<file path="src/rtl/ebpc_pkg.sv">
// ebpc_pkg: shared types and code tables for the EBPC bit-plane encoder path.
//   encoding_t  : one variable-length symbol, MSB-aligned in `symbol`; the
//                 bits below `len` are always 0.
//   symb_len_t  : symbol length in bits.
//   Prefix codes: ALL_ONES, DBXZ_DBPNZ, TWO_ONES_PREFIX, SINGLE_ONE_PREFIX,
//                 ZERO_SINGLE, ZRL_PREFIX (a prefix-free set; a leading 1
//                 marks an uncompressed plane).
//   run_symbol(): zero-run symbol for a run length of 1..DEF_MAX_ZRL.
package ebpc_pkg;

    localparam int unsigned DEF_DATA_W     = 8;
    localparam int unsigned DEF_BLOCK_SIZE = 8;
    localparam int unsigned DEF_MAX_ZRL    = 4;

    localparam int unsigned LOG2N  = $clog2(DEF_BLOCK_SIZE - 1);
    localparam int unsigned ZRL_W  = $clog2(DEF_MAX_ZRL - 1);
    localparam int unsigned ZCNT_W = $clog2(DEF_MAX_ZRL + 1);

    localparam int unsigned W_PLANE = DEF_BLOCK_SIZE;
    localparam int unsigned W_POS   = 5 + LOG2N;
    localparam int unsigned W_RUN   = 2 + ZRL_W;
    localparam int unsigned W_A     = (W_PLANE > W_POS) ? W_PLANE : W_POS;
    localparam int unsigned SYMB_W  = (W_A > W_RUN) ? W_A : W_RUN;
    localparam int unsigned LEN_W   = $clog2(SYMB_W + 1);

    typedef logic [LEN_W-1:0] symb_len_t;

    typedef struct packed {
        logic [SYMB_W-1:0] symbol;
        symb_len_t         len;
        logic              zero;
    } encoding_t;

    localparam logic [4:0] ALL_ONES          = 5'b00000;
    localparam logic [4:0] DBXZ_DBPNZ        = 5'b00001;
    localparam logic [4:0] TWO_ONES_PREFIX   = 5'b00010;
    localparam logic [4:0] SINGLE_ONE_PREFIX = 5'b00011;
    localparam logic [2:0] ZERO_SINGLE       = 3'b001;
    localparam logic [1:0] ZRL_PREFIX        = 2'b01;

    localparam symb_len_t FIVE           = symb_len_t'(5);
    localparam symb_len_t FIVE_PLUS_LOGN = symb_len_t'(5 + LOG2N);
    localparam symb_len_t N              = symb_len_t'(DEF_BLOCK_SIZE);
    localparam symb_len_t ZERO_LEN       = symb_len_t'(3);
    localparam symb_len_t ZRL_LEN        = symb_len_t'(2 + ZRL_W);

    // A run of one is cheaper as ZERO_SINGLE; longer runs carry r-2.
    function automatic encoding_t run_symbol(input logic [ZCNT_W-1:0] run);
        encoding_t code;
        code      = '0;
        code.zero = 1'b1;
        if (run == ZCNT_W'(1)) begin
            code.symbol[SYMB_W-1 -: 3] = ZERO_SINGLE;
            code.len                   = ZERO_LEN;
        end else begin
            code.symbol[SYMB_W-1 -: 2]     = ZRL_PREFIX;
            code.symbol[SYMB_W-3 -: ZRL_W] = ZRL_W'(run - ZCNT_W'(2));
            code.len                       = ZRL_LEN;
        end
        return code;
    endfunction

endpackage

</file>
<file path="src/rtl/dbx_plane_classifier.sv">
// dbx_plane_classifier: combinational symbol selection for one bit-plane.
//   dbp_i  : delta bit-plane (BLOCK_SIZE-1 bits)
//   dbx_i  : DBX of the same plane
//   code_o : symbol; a zero DBX yields ZERO_SINGLE with zero=1
// Nonzero planes, first match wins: all ones, DBP zero, single one,
// two adjacent ones, otherwise uncompressed {1, dbx}.
module dbx_plane_classifier
    import ebpc_pkg::*;
#(
    parameter int unsigned BLOCK_SIZE = DEF_BLOCK_SIZE
) (
    input  logic [BLOCK_SIZE-2:0] dbp_i,
    input  logic [BLOCK_SIZE-2:0] dbx_i,
    output encoding_t             code_o
);

    localparam int unsigned PW = BLOCK_SIZE - 1;

    int unsigned      ones;
    int unsigned      msb;
    logic             adjacent;
    logic [LOG2N-1:0] pos;

    always_comb begin
        ones = 0;
        msb  = 0;
        for (int unsigned i = 0; i < PW; i++) begin
            if (dbx_i[i]) begin
                ones = ones + 1;
                msb  = i;
            end
        end
    end

    // With exactly two ones, they are neighbours iff a shifted copy overlaps.
    assign adjacent = (ones == 2) && ((dbx_i & (dbx_i >> 1)) != '0);
    assign pos      = LOG2N'(PW - 1 - msb);

    always_comb begin
        code_o = '0;
        if (dbx_i == '0) begin
            code_o.symbol[SYMB_W-1 -: 3] = ZERO_SINGLE;
            code_o.len                   = ZERO_LEN;
            code_o.zero                  = 1'b1;
        end else if (&dbx_i) begin
            code_o.symbol[SYMB_W-1 -: 5] = ALL_ONES;
            code_o.len                   = FIVE;
        end else if (dbp_i == '0) begin
            code_o.symbol[SYMB_W-1 -: 5] = DBXZ_DBPNZ;
            code_o.len                   = FIVE;
        end else if (ones == 1) begin
            code_o.symbol[SYMB_W-1 -: 5]     = SINGLE_ONE_PREFIX;
            code_o.symbol[SYMB_W-6 -: LOG2N] = pos;
            code_o.len                       = FIVE_PLUS_LOGN;
        end else if (adjacent) begin
            code_o.symbol[SYMB_W-1 -: 5]     = TWO_ONES_PREFIX;
            code_o.symbol[SYMB_W-6 -: LOG2N] = pos;
            code_o.len                       = FIVE_PLUS_LOGN;
        end else begin
            code_o.symbol[SYMB_W-1 -: BLOCK_SIZE] = {1'b1, dbx_i};
            code_o.len                            = N;
        end
    end

endmodule

</file>
<file path="src/rtl/dbx_stream_encoder.sv">
// dbx_stream_encoder: accepts one block of DATA_W+1 delta bit-planes and
// emits one variable-length symbol per cycle, planes DATA_W down to 0.
//   clk_i, rst_ni             : clock, synchronous active-low reset
//   in_valid_i/in_ready_o     : block handshake (ready only when idle)
//   in_dbp_i[0:DATA_W]        : DBP planes, BLOCK_SIZE-1 bits each
//   out_valid_o/out_ready_i   : symbol handshake, registered output
//   out_code_o, out_last_o    : symbol and end-of-block marker
// Build option DBX_ZRLE_EN: coalesce zero-DBX planes into run symbols of up
// to MAX_ZRL planes; without it each zero plane emits ZERO_SINGLE.
module dbx_stream_encoder
    import ebpc_pkg::*;
#(
    parameter int unsigned DATA_W     = DEF_DATA_W,
    parameter int unsigned BLOCK_SIZE = DEF_BLOCK_SIZE,
    parameter int unsigned MAX_ZRL    = DEF_MAX_ZRL
) (
    input  logic                            clk_i,
    input  logic                            rst_ni,
    input  logic                            in_valid_i,
    output logic                            in_ready_o,
    input  logic [0:DATA_W][BLOCK_SIZE-2:0] in_dbp_i,
    output logic                            out_valid_o,
    input  logic                            out_ready_i,
    output encoding_t                       out_code_o,
    output logic                            out_last_o
);

    localparam int unsigned P_W = $clog2(DATA_W + 1);

    localparam logic [1:0] IDLE  = 2'd0;
    localparam logic [1:0] ENC   = 2'd1;
`ifdef DBX_ZRLE_EN
    localparam logic [1:0] FLUSH = 2'd2;
    localparam int unsigned Z_W  = $clog2(MAX_ZRL + 1);
`endif

    // Run symbols cannot express MAX_ZRL below 2; such a build is marked
    // by this block in the elaborated hierarchy.
    if (MAX_ZRL < 2) begin : g_max_zrl_unsupported
    end

    logic [1:0]                      state;
    logic [0:DATA_W][BLOCK_SIZE-2:0] dbp;
    logic [0:DATA_W][BLOCK_SIZE-2:0] dbx;
    logic [0:DATA_W][BLOCK_SIZE-2:0] dbx_in;
    logic [P_W-1:0]                  p;
    logic                            advance;
    logic                            at_bottom;
    encoding_t                       plane_code;
`ifdef DBX_ZRLE_EN
    logic [Z_W-1:0]                  zrl;
    logic [Z_W-1:0]                  zrl_inc;
    logic                            plane_zero;
`endif

    always_comb begin
        dbx_in = '0;
        for (int unsigned k = 0; k < DATA_W; k++) begin
            dbx_in[k] = in_dbp_i[k] ^ in_dbp_i[k+1];
        end
        dbx_in[DATA_W] = in_dbp_i[DATA_W];
    end

    dbx_plane_classifier #(
        .BLOCK_SIZE(BLOCK_SIZE)
    ) u_classifier (
        .dbp_i (dbp[p]),
        .dbx_i (dbx[p]),
        .code_o(plane_code)
    );

    // The output register may be reloaded when empty or being consumed.
    assign advance   = !out_valid_o || out_ready_i;
    assign at_bottom = (p == '0);
`ifdef DBX_ZRLE_EN
    assign zrl_inc    = zrl + Z_W'(1);
    assign plane_zero = (dbx[p] == '0);
`endif

    always_ff @(posedge clk_i) begin
        if (!rst_ni) begin
            state       <= IDLE;
            in_ready_o  <= 1'b0;
            out_valid_o <= 1'b0;
            out_last_o  <= 1'b0;
            out_code_o  <= '0;
            p           <= '0;
            dbp         <= '0;
            dbx         <= '0;
`ifdef DBX_ZRLE_EN
            zrl         <= '0;
`endif
        end else begin
            case (state)
                IDLE: begin
                    in_ready_o <= 1'b1;
                    if (in_valid_i && in_ready_o) begin
                        dbp        <= in_dbp_i;
                        dbx        <= dbx_in;
                        p          <= P_W'(DATA_W);
`ifdef DBX_ZRLE_EN
                        zrl        <= '0;
`endif
                        in_ready_o <= 1'b0;
                        state      <= ENC;
                    end
                end
                default: begin
                    if (advance) begin
                        if (out_valid_o && out_last_o) begin
                            // Final symbol consumed this cycle.
                            out_valid_o <= 1'b0;
                            out_last_o  <= 1'b0;
                            out_code_o  <= '0;
                            in_ready_o  <= 1'b1;
                            state       <= IDLE;
                        end else begin
`ifdef DBX_ZRLE_EN
                            if (plane_zero) begin
                                // Absorb into the run; flush when full or at plane 0.
                                if (zrl_inc == Z_W'(MAX_ZRL) || at_bottom) begin
                                    out_valid_o <= 1'b1;
                                    out_code_o  <= run_symbol(zrl_inc);
                                    out_last_o  <= at_bottom;
                                    zrl         <= '0;
                                    if (at_bottom) begin
                                        state <= FLUSH;
                                    end
                                end else begin
                                    out_valid_o <= 1'b0;
                                    out_code_o  <= '0;
                                    out_last_o  <= 1'b0;
                                    zrl         <= zrl_inc;
                                end
                                if (!at_bottom) begin
                                    p <= p - P_W'(1);
                                end
                            end else if (zrl != '0) begin
                                // Pending run goes first; p holds so this plane
                                // is encoded on the next accepted cycle.
                                out_valid_o <= 1'b1;
                                out_code_o  <= run_symbol(zrl);
                                out_last_o  <= 1'b0;
                                zrl         <= '0;
                            end else begin
                                out_valid_o <= 1'b1;
                                out_code_o  <= plane_code;
                                out_last_o  <= at_bottom;
                                if (!at_bottom) begin
                                    p <= p - P_W'(1);
                                end
                            end
`else
                            out_valid_o <= 1'b1;
                            out_code_o  <= plane_code;
                            out_last_o  <= at_bottom;
                            if (!at_bottom) begin
                                p <= p - P_W'(1);
                            end
`endif
                        end
                    end
                end
            endcase
        end
    end

endmodule

</file>
<file path="config.mk">
export PLATFORM = sky130hd
export DESIGN_NAME = dbx_stream_encoder
export DESIGN_NICKNAME = d
export VERILOG_FILES = /design/src/rtl/ebpc_pkg.sv /design/src/rtl/dbx_plane_classifier.sv /design/src/rtl/dbx_stream_encoder.sv
export SDC_FILE = /design/constraint.sdc
export NUM_CORES = 1
export LEC_CHECK = 0
export CAP_MARGIN = 25
export CORE_MARGIN = 3
export CORE_UTILIZATION = 50
export DETAILED_ROUTE_END_ITERATION = 8
export DONT_BUFFER_PORTS = 1
export PLACE_DENSITY = 0.74
export SETUP_SLACK_MARGIN = 0.02
export SYNTH_ARGS = -nofsm -noshare
export SYNTH_HDL_FRONTEND = slang
export SYNTH_SLANG_ARGS = --single-unit
export TNS_END_PERCENT = 1
</file>
<file path="constraint.sdc">
create_clock -name clk_i -period 6.04 [get_ports clk_i]
set_input_delay 0.906 -clock clk_i [delete_from_list [all_inputs] [get_ports clk_i]]
set_output_delay 0.906 -clock clk_i [all_outputs]
set_load 0.1 [all_outputs]
</file>
==> run metrics, run 1 <==
Fillers 1159; initial drt markers 458; crit path launch type register; Die W 125 um; min Tclk post-route 5720 ps; Vias 5669; final hold vios 0; EDFF count, synth 0; pre-CTS setup slack 16.4 ps; Critical Path Max Stage Delay 570 ps; WP data required 6340 ps; syn_area_per_cell 8.74 um^2; design area 7840 um^2; CP bufs+invs 3; share of cells above drive strength 1 9.40%; first-pass GRT wire length 28.9 mm; multi-input logic area 4010 um^2; DRC violations left 0; # IOs 83; initial antenna violation count 0; synth unique cells 63; vias in the first global route 5571; Clock Sinks 139; Final ANT Viol Nets 0; Slowest-stage cell, CP or4_1; Slew Viols, Final 0; Area growth, synth to finish 11.0%; Final Setup Violations 0; Register Area 2790 um^2; Final Power 2.81 mW; Mapped Cells 808; register bit count reported by yosys 139; vias per std cell 5.82; YS warnings 0; CP endpoint kind register; Die Height 125 um; Post-DP HPWL 12.6 mm; commonest non-fill, non-tap cell in the layout nand2_1; worst hold path class register to register; dominant synthesized flop cell dfxtp_1; Avg WL per Cell 18.3 um; DR pass1 iterations 5; PortBufs 0; family with the most delay on the worst path simple AND/OR/NAND/NOR gates; largest area contributor in the netlist dfxtp_1; Rel. slew slack 26.7%; crit-path cells mux4_2 -> mux2i_2 -> o21ai_1 -> inv_1 -> ha_1 -> or4_1 -> and2_4 -> ha_1 -> nor2_1 -> a21oi_1 -> ha_1 -> mux2_2 -> ha_1 -> a2bb2oi_2 -> and2_1 -> inv_1 -> ha_1 -> and2_1 -> or2_2 -> a221oi_4 -> buf_12 -> mux2i_1 -> a32o_1; Site Rows 42; Hold Buf Count CTS 0; Root Driver clkbuf_16; CP dominant cell by count ha_1; max-cap violation count 0; worst path arrival time 6030 ps; WS Path Type register to register; Post-Syn Nets 884; Core Area 13500 um^2; CTS clk-pin slew, worst paths 60 ps; Global Route Usage Sum 22.7%; # diodes 0; Power Dens Cells 359 nW/um^2; Clock Latency Late Sink 420 ps; nets@finish 862; CTS tree done; Peak VDD IR 0.000199 V; most frequent cells in the layout nand2_1 (220), dfxtp_1 (136), a21boi_0 (69); number of CTS-inserted buffers 17; die area 15600 um^2; Final Non-Filler Cells 974; crit-path max FO 8; htree depth 4; Setup WS post-layout 316 ps; fin crit share 94.8%; ys async rst share 0%; Seq/Total Area, Yosys 39.4%; final setup skew 14.2 ps; status completed; Highest Clock Rate 175 MHz; leakage 3.38 nW; largest net degree at the start of global routing 140; GP Congestion 0.865; WL final 17.9 mm; Longest Clk Path Bufs 2; post-layout util 58.0%; Synth area leaders dfxtp_1 (39%), nand2_1 (12%), o211a_1 (7.9%); Cells after DPL 940; starting density of the core 52.3%; Synth Cell Area 7060 um^2; share of the synthesized area in the top cell type 39.4%; Placed Area 7130 um^2; worst-margin pin slew 1100 ps; total congestion overflow 0
sequential cells by signal (all words and copies together) (netlist names):
name	count
dbx	63
p	4
out_code_o	12
state	1
dbp	56
in_ready_o	1
out_last_o	1
out_valid_o	1
where the power goes:
part / switching, mW / leakage (nW) / internal [mW]
logic: 0.322 / 1.94 / 0.289
clock network: 0.390 / 0.306 / 0.722
registers: 0.108 / 1.14 / 0.983
synthesized netlist by cell type (all sizes together) (13+ instances only):
cell type / number
o211a: 56
dfxtp: 139
xnor2: 64
nor4: 15
buf: 16
nor2: 14
nand3: 18
a21boi: 70
inv: 13
a21oi: 16
clkbuf: 39
nand2: 220
tightest hold or removal path, cell delays in order, from the launching register on:
cell and delay, ps:
dfxtp_1 310, nand2_1 50, a21boi_0 60
worst paths after layout:
path,startpoint,end,slack (ps),cells past startpoint
max,p[0],out_code_o[7],320,23
max reg2reg,p[0],out_code_o[7],320,23
min,dbp[50],dbp[50],470,2
min reg2reg,dbp[50],dbp[50],470,2
final cells by class:
class                      instances  share of cell area [%]
clock inverter                    10                    2.08
inverter                          13                   0.623
timing repair buffer              14                    1.71
clock buffer                      21                    6.00
multi-input combinational        601                    51.2
sequential                       139                    35.6
tap                              176                    2.81
stage by stage:
step	setup TNS, ps	hold WS (ps)
2_1_floorplan	0	443
3_3_place_gp	0	449
4_1_cts	0	467
5_1_grt	-3.54	486
3_5_place_dp	0	458
6_report	0	465
layer usage:
metal  track usage [%]  part of all wire (%)  up-vias
met2              37.1                    48      204
li1                  -                     -     2761
met4              6.95                   1.1        0
met5                 0                     0        -
met1              28.4                    43     2683
met3              7.59                   8.1       21
timing repair:
action                                  4_1_cts  5_1_grt
gates cloned                                  0        0
pin swaps                                     1        0
endpoints found under the setup margin        2        8
gates resized for setup                       1        7
setup buffers                                 1        0
cell families (layout without fill, tap and decap cells):
family / after synthesis / after routing / share of synthesized area [%]
flops: 139 / 139 / 39.4
fa+ha+maj: 9 / 9 / 1.59
buf+inv: 68 / 58 / 4.13
xor+xnor: 66 / 66 / 8.49
compound gates: 185 / 185 / 21.4
simple gates: 314 / 314 / 19.8
mux: 27 / 27 / 5.21
(Power assumes the default switching activity.)
==> run 2: changes to the inputs <==
==> constraint.sdc (replaced) <==
create_clock -name clk_i -period 4.6 [get_ports clk_i]
set_input_delay 1.15 -clock clk_i [delete_from_list [all_inputs] [get_ports clk_i]]
set_output_delay 1.15 -clock clk_i [all_outputs]
set_load 0.1 [all_outputs]
==> run 2 against run 1 <==
  * The flow now finishes with violations (setup timing)
  * Die area is the same
  * Non-clock buffer count is 40 higher
  * Clock power rose by 27%
  * Worst setup slack worse by 710 ps
  * Final cell count rose by 4.2%
  * Critical path depth did not move
  * Global-route usage is 0.56 points higher
  * Combinational power grew 67%
  * Count of clock-buffer cells in the layout is 2 higher
  * Via count grew 1.9%
  * Highest routed layer unchanged
==> run metrics, run 2 (synthesized netlist as in run 1, its figures left out) <==
crit-path max FO 4; min Tclk post-route 4990 ps; Largest Register dbx; clock share of power 36.6%; Flop pwr share 37.1%; PortBufs 0; number of CTS-inserted buffers 17; initial drt markers 449; WL final 18.1 mm; worst hold start dbp[17]; max-cap violation count 0; Cells after DPL 974; Int Pwr 2.71 mW; vias per std cell 5.69; vias in the first global route 5690; Highest Clock Rate 200 MHz; Comb pwr share 26.3%; failing checks setup timing; switching power 1.15 mW; initial antenna violation count 0; Site Rows 42; Reg2Reg Depth 23; Peak VDD IR 0.000297 V; total congestion overflow 0; die area 15600 um^2; Longest Clk Path Bufs 2; Rel. slew slack 29.0%; R2R Setup Slk -390 ps; nets@finish 902; Final Setup Violations 8; Final Power 3.86 mW; Vias 5776; first-pass GRT wire length 29.3 mm; Clock Sinks 139; WP data required 4910 ps; Slew Viols, Final 0; RSZ-0062 raised after global routing true; leakage 3.57 nW; beginning of the critical path p[1]; Power Dens Cells 469 nW/um^2; worst r2r src p[1]; biggest regs dbx x63, dbp x56, out_code_o x12; htree depth 4; Hold Buf Count CTS 0; Post-DP HPWL 12.7 mm; worst path arrival time 5300 ps; Setup crit end out_code_o[7]; reg2reg end out_code_o[7]; Setup WS post-layout -390 ps; Global Route Usage Sum 23.2%; Switching Share 29.7%; Die Height 125 um; CTS clk-pin slew, worst paths 60 ps; worst-margin pin slew 1060 ps; Final ANT Viol Nets 0; final hold vios 0; Area growth, synth to finish 16.4%; pre-CTS setup slack -642 ps; commonest non-fill, non-tap cell in the layout nand2_1; starting density of the core 52.3%; Avg WL per Cell 17.8 um; largest net degree at the start of global routing 176; final setup skew 7.09 ps; Root Driver clkbuf_16; crit path launch type register; max reg flops 63; Final Non-Filler Cells 1015; worst hold path class register to register; final hold slack 461 ps; Die W 125 um; fin crit share 108%; CTS tree done; status finished, violations left; post-layout util 60.9%; DR pass1 iterations 5; GP Congestion 0.845; share of cells above drive strength 1 15.5%; Core Area 13500 um^2; Clock Latency Late Sink 420 ps; CP endpoint kind register; # IOs 83; WS Path Type register to register; # diodes 0; most frequent cells in the layout nand2_1 (219), dfxtp_1 (136), a21boi_0 (68); DRC violations left 0
[run 2: cell count changes in the layout (fill, tap and decap cells not counted), sizes merged]
cell,previous run,this run
inv,14,13
clkinv,3,2
clkbuf,22,23
buf,13,54
clkinvlp,2,4
bufinv,4,3
[run 2: timing repair]
action	in CTS	in global routing
setup buffers	6	3
setup endpoints to repair	8	8
pin swaps	11	7
resized for setup	16	5
cloned	0	0
[run 2: layout make-up]
cell class	instances	area, um^2
clock buffers	23	478
flip-flops and latches	139	2790
repair buffers	54	422
clock inverters	9	138
inverters	13	48.8
multi-input cells	601	4130
well taps	176	220
fillers	1144	5280
[run 2: stage by stage]
step | TNS [ps] | area (um^2)
after global routing | -4180 | 8220
after CTS | -2530 | 8180
final | -2650 | 8220
after global placement | -3290 | 7470
after detailed placement | -4430 | 7470
after floorplan | -4820 | 7150
[run 2: how the worst min path moves through the flow]
stage | end | slack (ps) | cells past startpoint
after detailed placement | dbp[39] | 460 | 2
after CTS | dbp[39] | 460 | 2
after global placement | dbp[45] | 450 | 2
after global routing | dbp[33] | 480 | 2
final | dbp[17] | 460 | 2
after floorplan | dbp[12] | 440 | 2
[run 2: routing by layer]
layer  GRT usage, %  wire length [um]  vias up
met5              0                 0        -
met4           6.95               233        0
met3           6.90              1420       23
met2           38.2              8580      192
met1           29.5              7880     2723
li1               -                 -     2838
[run 2: power by group through the flow]
stage	Combinational [mW]	Sequential, mW	Clock (mW)
6_report	1.02	1.43	1.41
3_3_place_gp	0.826	1.45	0
2_1_floorplan	0.656	1.43	0
3_5_place_dp	0.851	1.45	0
5_1_grt	1.11	1.44	1.48
4_1_cts	0.959	1.43	1.43
[run 2: critical path, stage by stage (launching register included)]
cell       delay (ps)
dfxtp_4           370
mux4_2            490
nand2_1            80
a21o_1            130
a21boi_4          210
ha_4              220
or4_4             420
and2_4            180
ha_4              270
nor2_4             30
a21oi_2           120
ha_1              260
mux2_4            290
ha_4              230
a2bb2oi_4         150
and2_4            150
inv_2              40
ha_4              140
and2_4            140
or2_4             240
a221oi_4          290
buf_6             150
mux2i_1            70
a32o_1            200
